$ cat config.mk
export PLATFORM = sky130hd
export DESIGN_NAME = load_store_unit
export DESIGN_NICKNAME = d
export VERILOG_FILES = /design/src/rtl/load_store_unit.sv
export SDC_FILE = /design/constraint.sdc
export NUM_CORES = 1
export LEC_CHECK = 0
export CORE_MARGIN = 5
export CORE_UTILIZATION = 35
export CTS_CLUSTER_SIZE = 12
export DETAILED_ROUTE_END_ITERATION = 8
export DONT_BUFFER_PORTS = 1
export GPL_ROUTABILITY_DRIVEN = 1
export HOLD_SLACK_MARGIN = 0.06
export PLACE_DENSITY = 0.59
export REMOVE_ABC_BUFFERS = 1
export SYNTH_ARGS = -nofsm -noshare
export SYNTH_HDL_FRONTEND = slang
export SYNTH_SLANG_ARGS = --single-unit
$ cat constraint.sdc
create_clock -name clk -period 3.4 [get_ports clk]
set_clock_uncertainty 0.2 [all_clocks]
set_input_delay 0.51 -clock clk [delete_from_list [all_inputs] [get_ports clk]]
set_output_delay 0.51 -clock clk [all_outputs]
set_load 0.02 [all_outputs]
$ cat src/rtl/load_store_unit.sv
// MEM-stage load/store unit: byte/half/word accesses to a word-addressed memory, with sub-word
// stores done as read-modify-write. Optional macro MISALIGN_TRAP_EN traps misaligned half/word.
module load_store_unit (
  input  logic        clk,
  input  logic        reset,
  input  logic        req_valid,
  output logic        req_ready,
  input  logic        req_write,
  input  logic [1:0]  req_size,
  input  logic        req_signed,
  input  logic [31:0] req_addr,
  input  logic [31:0] req_wdata,
  output logic        resp_valid,
  output logic [31:0] resp_rdata,
  output logic        resp_error,
  output logic        mem_write,
  output logic [31:0] mem_address,
  output logic [31:0] mem_wdata,
  input  logic [31:0] mem_rdata
);

  typedef enum logic [1:0] {StIdle, StAccess, StWrite, StResp} state_e;

  state_e      state_q, state_d;
  logic        write_q, signed_q, error_q;
  logic [1:0]  size_q;
  logic [31:0] addr_q, wdata_q, buf_q, rdata_q;

  logic        is_byte, is_half, is_word, misalign, mem_write_raw;
  logic [7:0]  byte_lane;
  logic [15:0] half_lane;
  logic [31:0] load_val, merged;

  assign is_byte = (size_q == 2'b00);
  assign is_half = (size_q == 2'b01);
  assign is_word = size_q[1];

`ifdef MISALIGN_TRAP_EN
  assign misalign = (is_half && addr_q[0]) || (is_word && (addr_q[1:0] != 2'b00));
`else
  assign misalign = 1'b0;
`endif

  // Without trapping, half/word simply use the aligned-down lane.
  assign byte_lane = mem_rdata[{addr_q[1:0], 3'b000} +: 8];
  assign half_lane = mem_rdata[{addr_q[1], 4'b0000} +: 16];

  always_comb begin
    load_val = mem_rdata;
    if (is_byte) begin
      load_val = {{24{signed_q & byte_lane[7]}}, byte_lane};
    end else if (is_half) begin
      load_val = {{16{signed_q & half_lane[15]}}, half_lane};
    end
  end

  always_comb begin
    merged = buf_q;
    if (is_byte) begin
      merged[{addr_q[1:0], 3'b000} +: 8] = wdata_q[7:0];
    end else begin
      merged[{addr_q[1], 4'b0000} +: 16] = wdata_q[15:0];
    end
  end

  always_comb begin
    state_d       = state_q;
    req_ready     = 1'b0;
    resp_valid    = 1'b0;
    mem_write_raw = 1'b0;
    mem_wdata     = 32'h0;
    unique case (state_q)
      StIdle: begin
        req_ready = 1'b1;
        if (req_valid) state_d = StAccess;
      end
      StAccess: begin
        if (misalign || !write_q) begin
          state_d = StResp;
        end else if (is_word) begin
          mem_write_raw = 1'b1;
          mem_wdata     = wdata_q;
          state_d       = StResp;
        end else begin
          state_d = StWrite;
        end
      end
      StWrite: begin
        mem_write_raw = 1'b1;
        mem_wdata     = merged;
        state_d       = StResp;
      end
      StResp: begin
        resp_valid = 1'b1;
        state_d    = StIdle;
      end
      default: state_d = StIdle;
    endcase
  end

  // A write must never reach memory while reset is held, even mid-transaction.
  assign mem_write   = mem_write_raw & ~reset;
  assign mem_address = {addr_q[31:2], 2'b00};
  assign resp_rdata  = rdata_q;
  assign resp_error  = error_q;

  always_ff @(posedge clk) begin
    if (reset) begin
      state_q  <= StIdle;
      write_q  <= 1'b0;
      size_q   <= 2'b00;
      signed_q <= 1'b0;
      addr_q   <= 32'h0;
      wdata_q  <= 32'h0;
      buf_q    <= 32'h0;
      rdata_q  <= 32'h0;
      error_q  <= 1'b0;
    end else begin
      state_q <= state_d;
      if (state_q == StIdle && req_valid) begin
        write_q  <= req_write;
        size_q   <= req_size;
        signed_q <= req_signed;
        addr_q   <= req_addr;
        wdata_q  <= req_wdata;
      end
      if (state_q == StAccess) begin
        if (write_q && !is_word) buf_q <= mem_rdata;
        rdata_q <= (write_q || misalign) ? 32'h0 : load_val;
        error_q <= misalign;
      end
    end
  end

endmodule

==> results of run 1 <==
stage by stage:
stage	total power (µW)	setup WS (ps)
floorplan	3015	-405.0
global placement	3417	344.9
detailed placement	3441	304.6
CTS	5460	12.72
global route	5714	36.16
finish	5427	193.9
timing repair:
action	in CTS	in global routing
hold buffers	100	0
gates resized for setup	1	6
setup endpoints to repair	16	12
setup buffers	2	0
endpoints found under the hold margin	118	0
pin swaps	1	0
area by class of cell:
type                            count  area [µm²]
Fill cell                        1771        9847
Inverter                           13       52.55
Multi-Input combinational cell    543        3197
Tap cell                          229       286.5
Clock buffer                       23       467.9
Sequential cell                   134        2683
Timing Repair Buffer              136        1305
Clock inverter                      9       125.1
state kept, by name, indices dropped and copies added (netlist names):
| signal | flops |
|---|---|
| resp_rdata | 32 |
| signed_q | 1 |
| state_q | 2 |
| size_q | 2 |
| addr_q | 32 |
| buf_q | 32 |
| write_q | 1 |
| wdata_q | 32 |
path summary, 6_finish.rpt:
| path | cells after the start | slack [ps] | endpoint | startpoint |
|---|---|---|---|---|
| min | 2 | 100 | addr_q[0] | req_addr[0] |
| max reg2reg | 6 | 770 | addr_q[7] | state_q[0] |
| max | 8 | 190 | mem_wdata[27] | addr_q[1] |
| min reg2reg | 2 | 250 | wdata_q[22] | wdata_q[22] |
power breakdown:
part	switching, µW	total (µW)	internal, µW
combinational	804	1320	513
sequential	407	2240	1830
clock	684	1870	1190
total	1890	5430	3530
kinds of logic after synthesis:
family	after synthesis	share of synthesized area, %
fa+ha+maj	9	1.758
buf+inv	106	8.829
flops	134	41.88
simple gates	286	19.20
mux	21	4.747
compound gates	224	23.52
other cells	1	0.05855
layer usage:
layer  wire length, µm  global-route usage (%)  up-vias
met5                 0                       0        -
met4               512                   7.603        0
met3              1662                   6.579       37
met2             10270                   32.06      221
met1              9531                   25.76     2842
li1                  -                       -     2833
synthesized netlist by cell type (8+ instances only):
master / number
o21ai_0: 18
buf_4: 34
ha_1: 9
a221o_1: 17
a21oi_1: 120
dfxtp_1: 134
inv_1: 12
nor3_1: 8
a221o_2: 16
nor2_1: 22
nand2b_1: 10
mux2i_1: 12
a32o_1: 9
and3_1: 10
nand2_1: 214
clkbuf_1: 33
buf_2: 19
a22o_1: 18
==> reports/qor.yml, run 1 <==
clockBufferDepth: 2
worst_path_max_delay_cell: "dfxtp_1"
ys_seq_area_share_pct: 41.88
hold_class: "in -> reg"
grt_overflow_total: 0
route.detailed.drc: 0
worstPathCellList: "buf_6, ha_1, clkinvlp_4, nor4_4, buf_4, a221o_1, a22o_1, buf_4"
crit_required_ps: 2690
async_reset_ff_share_pct: 0
dpl.cell_count: 953
worst-slew-pin-transition_ps: 1055
dpl_cell_area_um2: 6459
numCtsBuffers: 17
peakVddDrop_v: 0.0004520
synthDistinctLibCells: 57
drtIter0Drc: 394
htreeDepth: 4
grt_max_degree: 103
worst-path-buf-inv: 4
rows: 49
period_needed_ps: 3206
status: "finished clean"
grt_use_total_pct: 20.24
gp_congestion: 0.8116
routed_wl_um: 21980
antenna_found_initial: 0
fin_nets: 957
first_pass_iters: 5
maxCapViolations: 0
grt_first_pass_wirelength_um: 34160
yosys.area.top_type_share_pct: 41.88
fin_util_pct: 45.18
synth_edf_count: 0
mostFrequentLayoutCells: "nand2_1, dfxtp_1, a21oi_1"
power.density_nw_per_um2: 668.6
die_area_um2: 21100
wire_per_inst_um: 20.22
port_buffers: 0
die_w_um: 145.3
cpMostUsedCell: "buf_4"
rsz0062_at_grt: "false"
slew_headroom_pct: 29.30
leakagePower_uw: 0.002972
cp-end-kind: "output pin"
slew_violations: 0
hold_viol: 0
area_delta_synth_final_pct: 26.72
antenna_cells: 0
critPathArrivalTime_ps: 2500
setup_tns_ps: 0
clk_pin_slew_ps: 60
synth-seq-cells: 134
finalSetupViolCount: 0
via_per_inst: 5.458
instances_no_fill: 1087
synthCells: 781
ys.flop_type: "dfxtp_1"
insertion_delay_ps: 420
die-height_um: 145.3
crit_type: "reg -> out"
root_buffer: "clkbuf_16"
dpl.hpwl_um: 14570
core_area_um2: 17960
clock-sinks: 134
route.vias.total: 5933
crit_path_max_fanout: 39
slowest_delay_ps: 340
synthTopCellsByArea: "dfxtp_1, nand2_1, a21oi_1, buf_4, a221o_2"
pin_count: 203
yosysTopAreaCell: "dfxtp_1"
synth_warnings: 0
final_area_um2: 8117
drive_gt1_share_pct: 13.05
netlist_area_um2: 6405
cts_tree: "built"
start_kind: "flip-flop"
hold_ws_ps: 97.32
critPathTopFamily: "buffers and inverters"
initial_core_util_pct: 35.66
grt_pass1_vias: 5883
synth.avg_cell_area_um2: 8.201
fmax_mhz: 311.9
ant_nets: 0
final_common_cell: "nand2_1"
timing.final.crit_share_pct: 94.30
(Power assumes the default switching activity.)
==> inputs of run 2 (changes only) <==
--- a/config.mk
+++ b/config.mk
@@ -12,7 +12,7 @@
 export DONT_BUFFER_PORTS = 1
 export GPL_ROUTABILITY_DRIVEN = 1
 export HOLD_SLACK_MARGIN = 0.06
-export PLACE_DENSITY = 0.59
+export PLACE_DENSITY = 0.56
 export REMOVE_ABC_BUFFERS = 1
 export SYNTH_ARGS = -nofsm -noshare
 export SYNTH_HDL_FRONTEND = slang
==> reports/qor.yml, run 2 (synthesis gave the netlist of run 1 again) <==
pin_count: 203
dpl.cell_count: 945
instances_no_fill: 1076
fmax_mhz: 311.1
critPathTopFamily: "compound AO/OA/AOI/OAI gates"
period_needed_ps: 3214
hold_class: "in -> reg"
numCtsBuffers: 17
grt_use_met1_pct: 26.87
dpl.hpwl_um: 14640
clock-sinks: 134
first_pass_iters: 5
insertion_delay_ps: 420
port_buffers: 0
grt_use_met3_pct: 6.611
hold_viol: 0
peakVddDrop_v: 0.0004005
gp_congestion: 0.7793
worst_path_max_delay_cell: "a21oi_4"
initial_core_util_pct: 35.66
cp-end-kind: "output pin"
grt_max_degree: 103
fin_nets: 949
cts_tree: "built"
die_area_um2: 21100
drtIter0Drc: 377
crit_path_max_fanout: 8
slew_headroom_pct: 24.67
mostFrequentLayoutCells: "nand2_1, dfxtp_1, a21oi_1"
routed_wl_um: 22010
leakagePower_uw: 0.002924
route.vias.total: 5905
via_per_inst: 5.488
slowest_delay_ps: 400
route.detailed.drc: 0
wire_per_inst_um: 20.46
finalSetupViolCount: 0
drive_gt1_share_pct: 12.40
grt_pass1_vias: 5804
htreeDepth: 4
rows: 49
status: "finished clean"
timing.final.crit_share_pct: 94.53
hold_ws_ps: 127.4
critPathArrivalTime_ps: 2500
grt_busiest_layer: "met2"
die_w_um: 145.3
maxCapViolations: 0
ant_nets: 0
grt_use_total_pct: 20.26
die-height_um: 145.3
fillCellCount: 1822
antenna_found_initial: 0
slew_violations: 0
core_area_um2: 17960
grt_overflow_total: 0
power.density_nw_per_um2: 672.6
rsz0062_at_grt: "false"
start_kind: "flip-flop"
antenna_cells: 0
crit_type: "reg -> out"
worst-path-buf-inv: 2
root_buffer: "clkbuf_16"
final_common_cell: "nand2_1"
clockBufferDepth: 2
clk_pin_slew_ps: 50
worstPathCellList: "inv_1, ha_1, nor2b_1, nand4b_1, a21oi_4, a221o_1, buf_4"
area_delta_synth_final_pct: 25.47
worst-slew-pin-transition_ps: 1124
crit_required_ps: 2690
met2_usage_pct: 32.22
grt_first_pass_wirelength_um: 34130
run 2: cell types whose count changed in the layout (fill, tap and decap cells not counted):
cell	change
buf_4	-8
clkbuf_1	-4
dfxtp_1	-2
dfxtp_2	+2
buf_12	-1
clkinv_2	+1
clkinv_4	+1
clkinvlp_4	-1
dlygate4sd3_1	+1
o21ai_1	+1
o21ai_2	-1
run 2: area by class of cell:
cell class              instances  area, µm²  share of cell area, %
clock buffers                  19      452.9                  5.636
flip-flops and latches        134       2685                  33.41
well taps                     229      286.5                  3.565
inverters                      13      52.55                 0.6539
multi-input cells             543       3193                  39.73
repair buffers                128       1235                  15.37
clock inverters                10      131.4                  1.635
run 2: final timing paths:
kind,depth (start not counted),end,startpoint,slack [ps]
worst max-delay path,7,mem_wdata[20],addr_q[0],190
worst min-delay path,2,resp_rdata[2],mem_rdata[2],130
worst max register to register,6,resp_rdata[18],state_q[1],700
worst min register to register,2,wdata_q[21],wdata_q[21],250
run 2: power by group:
part,total [µW],switching [µW],internal [µW],leakage [µW]
Clock,1870,693,1170,0.000290
Combinational,1310,801,507,0.00154
Sequential,2230,400,1830,0.00109
Total,5410,1890,3510,0.00292
run 2: routing by layer:
metal  up-vias  part of all wire [%]
li1       2818                     -
met3        23                   7.5
met1      2854                    45
met5         -                     0
met2       210                    47
met4         0                   1.2
run 2: what timing repair did:
action / in CTS / in global routing
buffers inserted: 1 / 0
hold buffers: 101 / 0
gates resized for setup: 1 / 6
gates cloned: 0 / 0
pin swaps: 1 / 0
setup endpoints to repair: 16 / 21
hold endpoints to repair: 118 / 0
run 2: stage by stage:
step | setup WS, ps | setup TNS, ps | cell area, µm² | util [%] | power, µW
floorplan | -405.0 | -5199 | 5896 | - | 3015
global placement | 279.3 | 0 | 6387 | 35.56 | 3420
detailed placement | 233.4 | 0 | 6387 | 35.56 | 3437
CTS | 34.91 | 0 | 8011 | 44.60 | 5442
global route | 34.08 | 0 | 8036 | 44.74 | 5694
finish | 185.8 | 0 | 8036 | 44.74 | 5406
==> inputs of run 3 (changes only) <==
==> constraint.sdc (replaced) <==
create_clock -name clk -period 3.4 [get_ports clk]
set_clock_uncertainty 0.2 [all_clocks]
set_input_delay 0.34 -clock clk [delete_from_list [all_inputs] [get_ports clk]]
set_output_delay 0.34 -clock clk [all_outputs]
set_load 0.02 [all_outputs]
==> reports/qor.yml, run 3 (synthesis gave the netlist of run 1 again) <==
r2r_cells: 7
routed_wl_um: 22380
finalSetupViolCount: 0
die_area_um2: 21100
timing.final.crit_share_pct: 92.46
cp-end-kind: "output pin"
grt_max_degree: 104
clockBufferDepth: 2
root_buffer: "clkbuf_16"
drtIter0Drc: 434
start_kind: "flip-flop"
crit_path_max_fanout: 8
final_common_cell: "nand2_1"
die-height_um: 145.3
mostFrequentLayoutCells: "nand2_1, dfxtp_1, a21oi_1"
clock-sinks: 134
first_pass_iters: 7
grt_use_total_pct: 20.26
slew_violations: 0
insertion_delay_ps: 420
wire_per_inst_um: 20.76
rsz0062_at_grt: "false"
htreeDepth: 4
status: "finished clean"
fmax_mhz: 318.1
peakVddDrop_v: 0.0005178
rows: 49
fillCellCount: 1783
route.vias.total: 5890
area_delta_synth_final_pct: 25.79
pin_count: 203
drive_gt1_share_pct: 12.01
core_area_um2: 17960
initial_core_util_pct: 35.66
fin_nets: 948
maxCapViolations: 0
grt_overflow_total: 0
ant_nets: 0
crit_type: "reg -> out"
hold_ws_ps: 78.84
grt_pass1_vias: 5746
die_w_um: 145.3
hold_class: "in -> reg"
gp_congestion: 0.7645
antenna_cells: 0
min_path_cells: 3
crit_required_ps: 2860
slew_headroom_pct: 29.52
worst-slew-pin-transition_ps: 1051
antenna_found_initial: 0
power.density_nw_per_um2: 679.5
setup_tns_ps: 0
clk_pin_slew_ps: 60
cts_tree: "built"
via_per_inst: 5.464
leakagePower_uw: 0.002934
port_buffers: 0
dpl.hpwl_um: 14460
numCtsBuffers: 17
route.detailed.drc: 0
grt_first_pass_wirelength_um: 34020
period_needed_ps: 3144
hold_viol: 0
critPathArrivalTime_ps: 2600
## run 3: repair_timing
item,in CTS,in global routing
setup buffers,0,1
gates cloned,0,0
resized for setup,1,1
hold buffers,102,0
setup endpoints to repair,3,8
endpoints found under the hold margin,134,0
pin swaps,0,1
## run 3: cell type report
| cell class | count | area (µm²) | area share [%] |
|---|---|---|---|
| multi-input cells | 543 | 3177 | 39.43 |
| flip-flops and latches | 134 | 2684 | 33.31 |
| repair buffers | 127 | 1242 | 15.42 |
| clock buffers | 20 | 466.7 | 5.793 |
| well taps | 229 | 286.5 | 3.556 |
| clock inverters | 12 | 151.4 | 1.879 |
| inverters | 13 | 48.80 | 0.6057 |
## run 3: layer usage
| metal | up-vias | global-route usage [%] | wire [µm] |
|---|---|---|---|
| li1 | 2815 | - | - |
| met5 | - | 0 | 0 |
| met1 | 2811 | 25.91 | 9692 |
| met4 | 0 | 5.550 | 351 |
| met2 | 238 | 32.75 | 10650 |
| met3 | 26 | 6.891 | 1681 |
## run 3: critical path: stages, from the launching register on
cell	delay, ps
dfxtp_1	320
inv_1	100
ha_1	370
nor2b_1	250
nand4b_1	150
a21oi_2	540
a221o_1	300
buf_4	150
## run 3: final timing paths
path | slack [ps] | to | startpoint
worst max-delay path | 260 | mem_wdata[20] | addr_q[0]
worst min-delay path | 80 | resp_rdata[8] | mem_rdata[24]
worst max register to register | 630 | addr_q[18] | state_q[0]
worst min register to register | 250 | wdata_q[16] | wdata_q[16]
## run 3: power breakdown
group	internal, µW	switching [µW]
logic	509	812
registers	1830	394
clock network	1210	717
## run 3: stage by stage
step | util, % | area (µm²) | std cells | worst slack [ps] | total power [µW]
floorplan | - | 5896 | 690 | -235.0 | 3015
detailed placement | 35.54 | 6385 | 943 | 396.9 | 3439
CTS | 44.79 | 8045 | 1077 | 36.03 | 5510
global placement | 35.54 | 6385 | 943 | 427.0 | 3419
finish | 44.85 | 8056 | 1078 | 256.4 | 5474
global route | 44.85 | 8056 | 1078 | 48.20 | 5747
